## src/rtl/sym_packer.sv

```systemverilog
// sym_packer: packs 2-bit FSM output symbols into 2*SYMS-bit words.
// Completed words go through a 2-entry FIFO to a valid/ready consumer.
// The block also keeps a saturating count of MATCH symbols and a sticky
// overflow flag for words lost when the FIFO was full.
module sym_packer #(
  parameter int unsigned SYMS  = 4,
  parameter logic [1:0]  MATCH = 2'b01,
  parameter int unsigned CNT_W = 8
) (
  input  logic                  clk,
  input  logic                  rst,
  input  logic [1:0]            sym_in,
  input  logic                  sym_en,
  input  logic                  flush,
  input  logic                  ovf_clr,
  output logic [2*SYMS-1:0]     out_data,
  output logic                  out_valid,
  input  logic                  out_ready,
  output logic [3:0]            fill,
  output logic [CNT_W-1:0]      hit_cnt,
  output logic                  ovf
);

  localparam int unsigned     W         = 2 * SYMS;
  localparam logic [3:0]      LAST_FILL = 4'(SYMS - 1);
  localparam logic [CNT_W-1:0] HIT_MAX  = '1;

  logic [W-1:0]     r_part;
  logic [3:0]       r_fill;
  logic [W-1:0]     r_q0;
  logic [W-1:0]     r_q1;
  logic [1:0]       r_cnt;
  logic             r_valid;
  logic [CNT_W-1:0] r_hit;
  logic             r_ovf;

  logic [W-1:0]     w_ins;
  logic             w_complete;
  logic             w_flush_push;
  logic             w_push;
  logic             w_pop;
  logic             w_drop;
  logic [W-1:0]     w_word;
  logic [W-1:0]     w_part_nxt;
  logic [3:0]       w_fill_nxt;
  logic [W-1:0]     w_q0_nxt;
  logic [W-1:0]     w_q1_nxt;
  logic [1:0]       w_cnt_nxt;

  // Place the incoming symbol at the current fill position of the partial word.
  always_comb begin
    w_ins = r_part;
    for (int i = 0; i < int'(SYMS); i++) begin
      if (r_fill == 4'(i)) begin
        w_ins[2*i +: 2] = sym_in;
      end
    end
  end

  // Word completion / flush decision; unused positions of r_part stay zero,
  // so the flushed word is already zero-padded.
  always_comb begin
    w_complete   = sym_en && (r_fill == LAST_FILL);
    w_flush_push = flush && (sym_en || (r_fill != 4'd0));
    w_push       = w_complete || w_flush_push;
    w_word       = sym_en ? w_ins : r_part;
    w_part_nxt   = r_part;
    w_fill_nxt   = r_fill;
    if (w_push) begin
      w_part_nxt = '0;
      w_fill_nxt = 4'd0;
    end else if (sym_en) begin
      w_part_nxt = w_ins;
      w_fill_nxt = r_fill + 4'd1;
    end
  end

  // Two-entry FIFO next state; r_q0 is always the head, empty slots held at zero.
  always_comb begin
    w_pop     = r_valid && out_ready;
    w_drop    = 1'b0;
    w_q0_nxt  = r_q0;
    w_q1_nxt  = r_q1;
    w_cnt_nxt = r_cnt;
    case ({w_push, w_pop})
      2'b11: begin
        if (r_cnt == 2'd2) begin
          w_q0_nxt = r_q1;
          w_q1_nxt = w_word;
        end else begin
          w_q0_nxt = w_word;
        end
      end
      2'b01: begin
        w_q0_nxt  = r_q1;
        w_q1_nxt  = '0;
        w_cnt_nxt = r_cnt - 2'd1;
      end
      2'b10: begin
        if (r_cnt == 2'd0) begin
          w_q0_nxt  = w_word;
          w_cnt_nxt = 2'd1;
        end else if (r_cnt == 2'd1) begin
          w_q1_nxt  = w_word;
          w_cnt_nxt = 2'd2;
        end else begin
          w_drop = 1'b1;
        end
      end
      default: ;
    endcase
  end

  // Packing state register.
  always_ff @(posedge clk or negedge rst) begin
    if (!rst) begin
      r_part <= '0;
      r_fill <= 4'd0;
    end else begin
      r_part <= w_part_nxt;
      r_fill <= w_fill_nxt;
    end
  end

  // FIFO storage, occupancy and registered valid.
  always_ff @(posedge clk or negedge rst) begin
    if (!rst) begin
      r_q0    <= '0;
      r_q1    <= '0;
      r_cnt   <= 2'd0;
      r_valid <= 1'b0;
    end else begin
      r_q0    <= w_q0_nxt;
      r_q1    <= w_q1_nxt;
      r_cnt   <= w_cnt_nxt;
      r_valid <= (w_cnt_nxt != 2'd0);
    end
  end

  // Saturating MATCH counter and sticky overflow (set beats clear).
  always_ff @(posedge clk or negedge rst) begin
    if (!rst) begin
      r_hit <= '0;
      r_ovf <= 1'b0;
    end else begin
      if (sym_en && (sym_in == MATCH) && (r_hit != HIT_MAX)) begin
        r_hit <= r_hit + CNT_W'(1);
      end
      if (w_drop) begin
        r_ovf <= 1'b1;
      end else if (ovf_clr) begin
        r_ovf <= 1'b0;
      end
    end
  end

  assign out_data  = r_q0;
  assign out_valid = r_valid;
  assign fill      = r_fill;
  assign hit_cnt   = r_hit;
  assign ovf       = r_ovf;

endmodule
```

## config.mk

```make
export PLATFORM = sky130hd
export DESIGN_NAME = sym_packer
export DESIGN_NICKNAME = d
export VERILOG_FILES = /design/src/rtl/sym_packer.sv
export SDC_FILE = /design/constraint.sdc
export NUM_CORES = 1
export LEC_CHECK = 0
export ABC_AREA = 1
export ABC_CLOCK_PERIOD_IN_PS = 4650
export CORE_UTILIZATION = 40
export DETAILED_ROUTE_END_ITERATION = 10
export GPL_TIMING_DRIVEN = 0
export HOLD_SLACK_MARGIN = 0.03
export SETUP_SLACK_MARGIN = 0.5
export SLEW_MARGIN = 40
export SYNTH_ARGS = -nofsm -noshare
export SYNTH_HDL_FRONTEND = slang
export SYNTH_SLANG_ARGS = --single-unit
```

## constraint.sdc

```tcl
create_clock -name clk -period 4.65 [get_ports clk]
set_input_delay 0.6975 -clock clk [delete_from_list [all_inputs] [get_ports clk]]
set_output_delay 0.6975 -clock clk [all_outputs]
set_load 0.005 [all_outputs]
```

==> impl_metrics.tcl <==
set metrics [dict create \
    outcome "complete, no violations" \
    drv_slew 0 \
    port_buffers 29 \
    path_class "input port to flop" \
    post_cts_buffers 0 \
    antenna_found_initial 0 \
    hpwl_um 3638 \
    cts_tree "done" \
    ys_seq_elements 40 \
    clk_path_buf_depth 2 \
    htree_num_levels 2 \
    synth.distinct_cells 32 \
    drc 0 \
    crit_family "buffers and inverters" \
    fin_setup_tns_ps 0 \
    grt_use_total_pct 18.59 \
    maxCapViolations 0 \
    yosys.area.top_type "dfrtp_1" \
    cts-root-buf "clkbuf_8" \
    power_leakage_uw 0.001399 \
    clk_latency_ps 290 \
    crit_chain "clkdlybuf4s50_1 -> nand2_1 -> inv_1 -> nand2_1 -> nand2_1 -> buf_2 -> inv_1 -> ha_1 -> a21oi_2 -> inv_1 -> nand2_1 -> nand2_1" \
    synth-edff-count 0 \
    wl_per_cell_um 12.49 \
    crit_arrival_ps 3200 \
    place.gp.congestion 0.8169 \
    synth_top_area_share_pct 43.06 \
    post_cts_resized 0 \
    start_util_pct 41.96 \
    synth_area_leaders "dfrtp_1 (43%), nand2_1 (12%), ha_1 (7.5%)" \
    endpoint_kind "flop" \
    area_growth_pct 21.04 \
    core-area_sq_mm 0.005540 \
    drtIter0Drc 80 \
    path_clk_slew_ps 80 \
    hold_class "input port to asynchronous set/reset pin" \
    synth-async-reset-ratio_pct 100.0 \
    hold_viol 0 \
    slew_headroom_pct 65.20 \
    cts_made_buffers 5 \
    ys_top_cells_by_count "nand2_1 (76), inv_1 (42), dfrtp_1 (40), nand3_1 (33), a21oi_1 (18)" \
    num_vias 1968 \
    die_w_um 78.24 \
    ioPinCount 30 \
    grt_start_max_net_pins 41 \
    cts.sinks 40 \
    syn_area_per_cell_sq_um 7.907 \
    fin_cells 403 \
    fmax_mhz 331.3 \
    hold_buffers 0 \
    slowest_delay_ps 560 \
    worstPathRequired_ps 4830 \
    synth_warnings 0 \
    detail-route-antenna-nets 0 \
    routed_via_density 4.883 \
    grt_pass1_vias 2010 \
    drt_wl_total_um 5035 \
    grt-ovfl-total 0 \
    drive_gt1_share_pct 7.855 \
    synth_area_sq_mm 0.002325 \
    first_pass_iters 4 \
    syn_nets 316 \
    synth_cells 294 \
    worst_clock_skew_ps 4.756 \
    rows 27 \
    die-area_sq_mm 0.006121 \
    ys_seq_area_share_pct 43.06 \
    worst_path_max_delay_cell "clkdlybuf4s50_1" \
    dieHeight_um 78.24 \
    tightest_slew_ps 522.0 \
    dpl.cell_count 395 \
    rsz0062_at_grt "false" \
    startpoint_type "input port" \
    synth_most_common_cell "nand2_1" \
    grt_pass1_wl_um 8956 \
    total_power_uw 1615 \
    critPathBufInv 5 \
    peakVddDrop_mv 0.3007 \
    setup_violations 0 \
    nets 352 \
    cp_max_fo 12 \
    synth_ff_type "dfrtp_1" \
    power_density_mw_per_mm2 574.0 \
    min_period_ps 3019 \
    finalCritPeriodShare_pct 64.92 \
    diodes 0 \
    path_common_cell "nand2_1" \
]
per-stage QoR:
stage | setup slack (ps) | area, sq um | util, % | hold slack, ps
final | 1631 | 2814 | 50.79 | 368.4
after CTS | 1623 | 2814 | 50.79 | 396.3
after global placement | 1325 | 2705 | 48.83 | 466.1
after floorplan | 2393 | 2325 | - | 401.9
after detailed placement | 1315 | 2703 | 48.78 | 465.5
after global routing | 1286 | 2814 | 50.79 | 419.6
area by class of cell:
| type | count | area [sq um] |
|---|---|---|
| Multi-Input combinational cell | 202 | 1099 |
| Clock buffer | 5 | 68.82 |
| Tap cell | 72 | 90.09 |
| Sequential cell | 40 | 1001 |
| Clock inverter | 3 | 42.54 |
| Timing Repair Buffer | 29 | 287.8 |
| Fill cell | 565 | 2726 |
| Buffer | 7 | 51.30 |
| Inverter | 45 | 173.9 |
layer usage:
| metal | track usage, % | vias up | wire length (um) | share of wire, % |
|---|---|---|---|---|
| li1 | - | 1022 | - | - |
| met1 | 23.93 | 914 | 2396 | 48 |
| met2 | 31.67 | 26 | 2435 | 48 |
| met3 | 3.372 | 6 | 141 | 2.8 |
| met4 | 5.556 | 0 | 62 | 1.2 |
| met5 | 0 | - | 0 | 0 |
path summary, 6_finish.rpt:
| check | start | to | slack [ps] | cells after the start |
|---|---|---|---|---|
| worst max-delay path | sym_en | out_data[7]$_DFFE_PN0P_ | 1630 | 12 |
| worst min-delay path | rst | fill[0]$_DFFE_PN0P_ | 370 | 1 |
| worst max register to register | fill[0]$_DFFE_PN0P_ | out_data[7]$_DFFE_PN0P_ | 2020 | 12 |
| worst min register to register | out_data[6]$_DFFE_PN0P_ | out_data[6]$_DFFE_PN0P_ | 480 | 2 |
| max in group asynchronous | rst | r_cnt[0]$_DFF_PN0_ | 3910 | 1 |
| min in group clk | out_data[6]$_DFFE_PN0P_ | out_data[6]$_DFFE_PN0P_ | 480 | 2 |
layout by cell type, fill, tap and decap left out, drive strengths merged:
cell / n
and2: 1
nor3: 3
inv: 44
nand3: 33
or2: 1
xor2: 4
nand4: 8
bufinv: 1
o22ai: 9
a21oi: 19
dfrtp: 40
o32ai: 1
nand2: 79
ha: 14
clkbuf: 5
o21bai: 1
buf: 8
xnor2: 3
o21ai: 8
o21a: 1
clkinvlp: 1
clkdlybuf4s50: 28
clkinv: 2
nor2: 17
registers in the layout (all words and copies together) (netlist names):
signal and cells:
hit_cnt 8, out_data 8, r_part 8, r_q1 8, fill 4, r_cnt 2
out_valid 1, ovf 1
logic make-up after synthesis:
kind of cell	Yosys count	share of synthesized area, %
AOI/OAI and AO/OA	39	9.580
adders and majority gates	14	7.535
xor gates and xnor gates	7	2.637
and+or+nand+nor	142	27.50
buffers and inverters	52	9.687
DFF	40	43.06
where the power goes:
part	internal, uW	switching (uW)	leakage (uW)
Clock	159	126	0.0000541
Sequential	474	90.9	0.000523
Combinational	342	423	0.000822
Total	975	641	0.00140
No activity file was read; power rests on OpenSTA's default activity.
==> RTL change, RTL diff (same settings) <==
The parameter `CNT_W` goes from 8 to 10.
--- a/src/rtl/sym_packer.sv
+++ b/src/rtl/sym_packer.sv
@@ -7,3 +7,3 @@
   parameter logic [1:0]  MATCH = 2'b01,
-  parameter int unsigned CNT_W = 8
+  parameter int unsigned CNT_W = 10
 ) (
Interface: changed (resized hit_cnt); port bits go from 30 to 32. The function was not compared with the original's and may differ.
==> RTL change against the unedited design <==
Area after synthesis rose by 4.2%. Wire length is 8.2% higher. Register-to-register slack worse by 70 ps. Final cell count increased by 4.2%. Cell area increased by 4.7%. Utilization up 1.1 points. Total power shrank 0.20%. Sequential power grew 1%. Setup slack worse by 27 ps. Critical path depth unchanged. Sequential cell count up 2. Die area rose by 4.1%. Fmax decreased by 0.88%. Critical endpoint unchanged.
==> RTL change: results (changes against the unedited design) <==
Status: finished, final reports clean (unchanged)
Setup Skew: 3.20 ps (was 4.76 ps)
Max reg flops: 10
VDD IR max: 0.276 mV (was 0.301 mV)
Worst-Margin Slew: 479 ps (was 522 ps)
Non-filler cells, final: 420 (was 403)
Top post-synthesis cells by count: nand2_1 (87), dfrtp_1 (42), inv_1 (39) (was nand2_1 (76), inv_1 (42), dfrtp_1 (40))
Post-synthesis sequential area ratio: 43.4% (was 43.1%)
Yosys Warn Count: 0 (unchanged)
FFs w/ async S/R, synth: 100% (unchanged)
Pre-CTS setup slack: 1290 ps (was 1320 ps)
Slowest-stage cell, CP: clkdlybuf4s50_1 (unchanged)
Critical path's top delay family: buffers and inverters (unchanged)
Clk buf depth: 2 (unchanged)
Total GRT Usage: 19.0% (was 18.6%)
Reg2reg end: r_q1[0] (was out_data[7])
Htree depth: 2 (unchanged)
Post-synthesis compound-gate area fraction: 7.95% (was 9.58%)
M3 GR Usage: 3.66% (was 3.37%)
Met1 Usage GRT: 24.7% (was 23.9%)
Drt first pass iters: 4 (unchanged)
Worst Setup SP: sym_en (unchanged)
N_diodes: 0 (unchanged)
Placer Congestion: 0.769 (was 0.817)
# DRC: 0 (unchanged)
Met2 Use GR: 31.7% (about the same)
Worst min-delay path class: primary input to asynchronous set/reset pin (unchanged)
Crit-path max cell delay: 550 ps
Area after DPL: 2840 um2 (was 2700 um2)
Pin count of the biggest net entering global routing: 29 (was 41)
Syn Inst Count: 308 (was 294)
Mux cell area share after synthesis: 0% (unchanged)
Hold Worst Slack: 245 ps (was 368 ps)
Synth cell types: 30 (was 32)
Leak Pwr: 0.00144 uW (was 0.00140 uW)
Avg WL per Cell: 13.0 um (was 12.5 um)
Synth Area in Adders: 7.23% (was 7.53%)
CP endpoint: out_data[7] (unchanged)
Port bufs: 31 (was 29)
Fill cells: 559 (was 565)
DR iter-0 viols: 120 (was 80)
Via count: 2106 (was 1968)
Placed insts: 412 (was 395)
Synth area leaders: dfrtp_1 (43%), nand2_1 (13%), ha_1 (7.2%) (was dfrtp_1 (43%), nand2_1 (12%), ha_1 (7.5%))
R2r setup slk: 1950 ps (was 2020 ps)
Arr. time, crit path: 3240 ps (was 3200 ps)
Post-Syn Nets: 330 (was 316)
Post-synthesis xor/xnor area fraction: 3.62% (was 2.64%)
Clock slew at reported path FFs: 80 ps (about the same)
# nets final: 369 (was 352)
R2R cell count: 13 (was 12)
Max Fclk: 328 MHz (was 331 MHz)
Dpl hpwl: 3920 um (was 3640 um)
Layout cell share with drive strength beyond 1: 7.47% (was 7.85%)
First-pass GRT wire length: 9380 um (was 8960 um)
Reg-to-Reg Start: fill[1] (was fill[0])
RTL change: cell count changes after synthesis, sizes merged:
| cell | change |
|---|---|
| o21ai | -2 |
| nand3b | +1 |
| buf | +1 |
| o21a | -1 |
| xnor2 | +3 |
| nor2 | +2 |
| nand2 | +11 |
| nor3 | +2 |
| o32ai | -1 |
| inv | -3 |
| dfrtp | +2 |
| nand4 | -1 |
RTL change: cell type report:
cell class / instances / area, um2 / area share [%]
inverters: 42 / 163 / 5.52
repair buffers: 32 / 328 / 11.1
plain buffers: 8 / 56.3 / 1.91
flip-flops and latches: 42 / 1050 / 35.7
clock buffers: 7 / 76.3 / 2.59
clock inverters: 1 / 30.0 / 1.02
multi-input cells: 216 / 1150 / 39.1
well taps: 72 / 90.1 / 3.06
RTL change: per-layer routing:
layer,share of wire (%),vias to the layer above
li1,-,1060
met1,50,1011
met2,46,27
met3,2.7,8
met4,1.1,0
met5,0,-
RTL change: power breakdown:
part	switching [uW]	internal [uW]
registers	86.7	487
clock network	132	161
logic	417	329
total	635	977
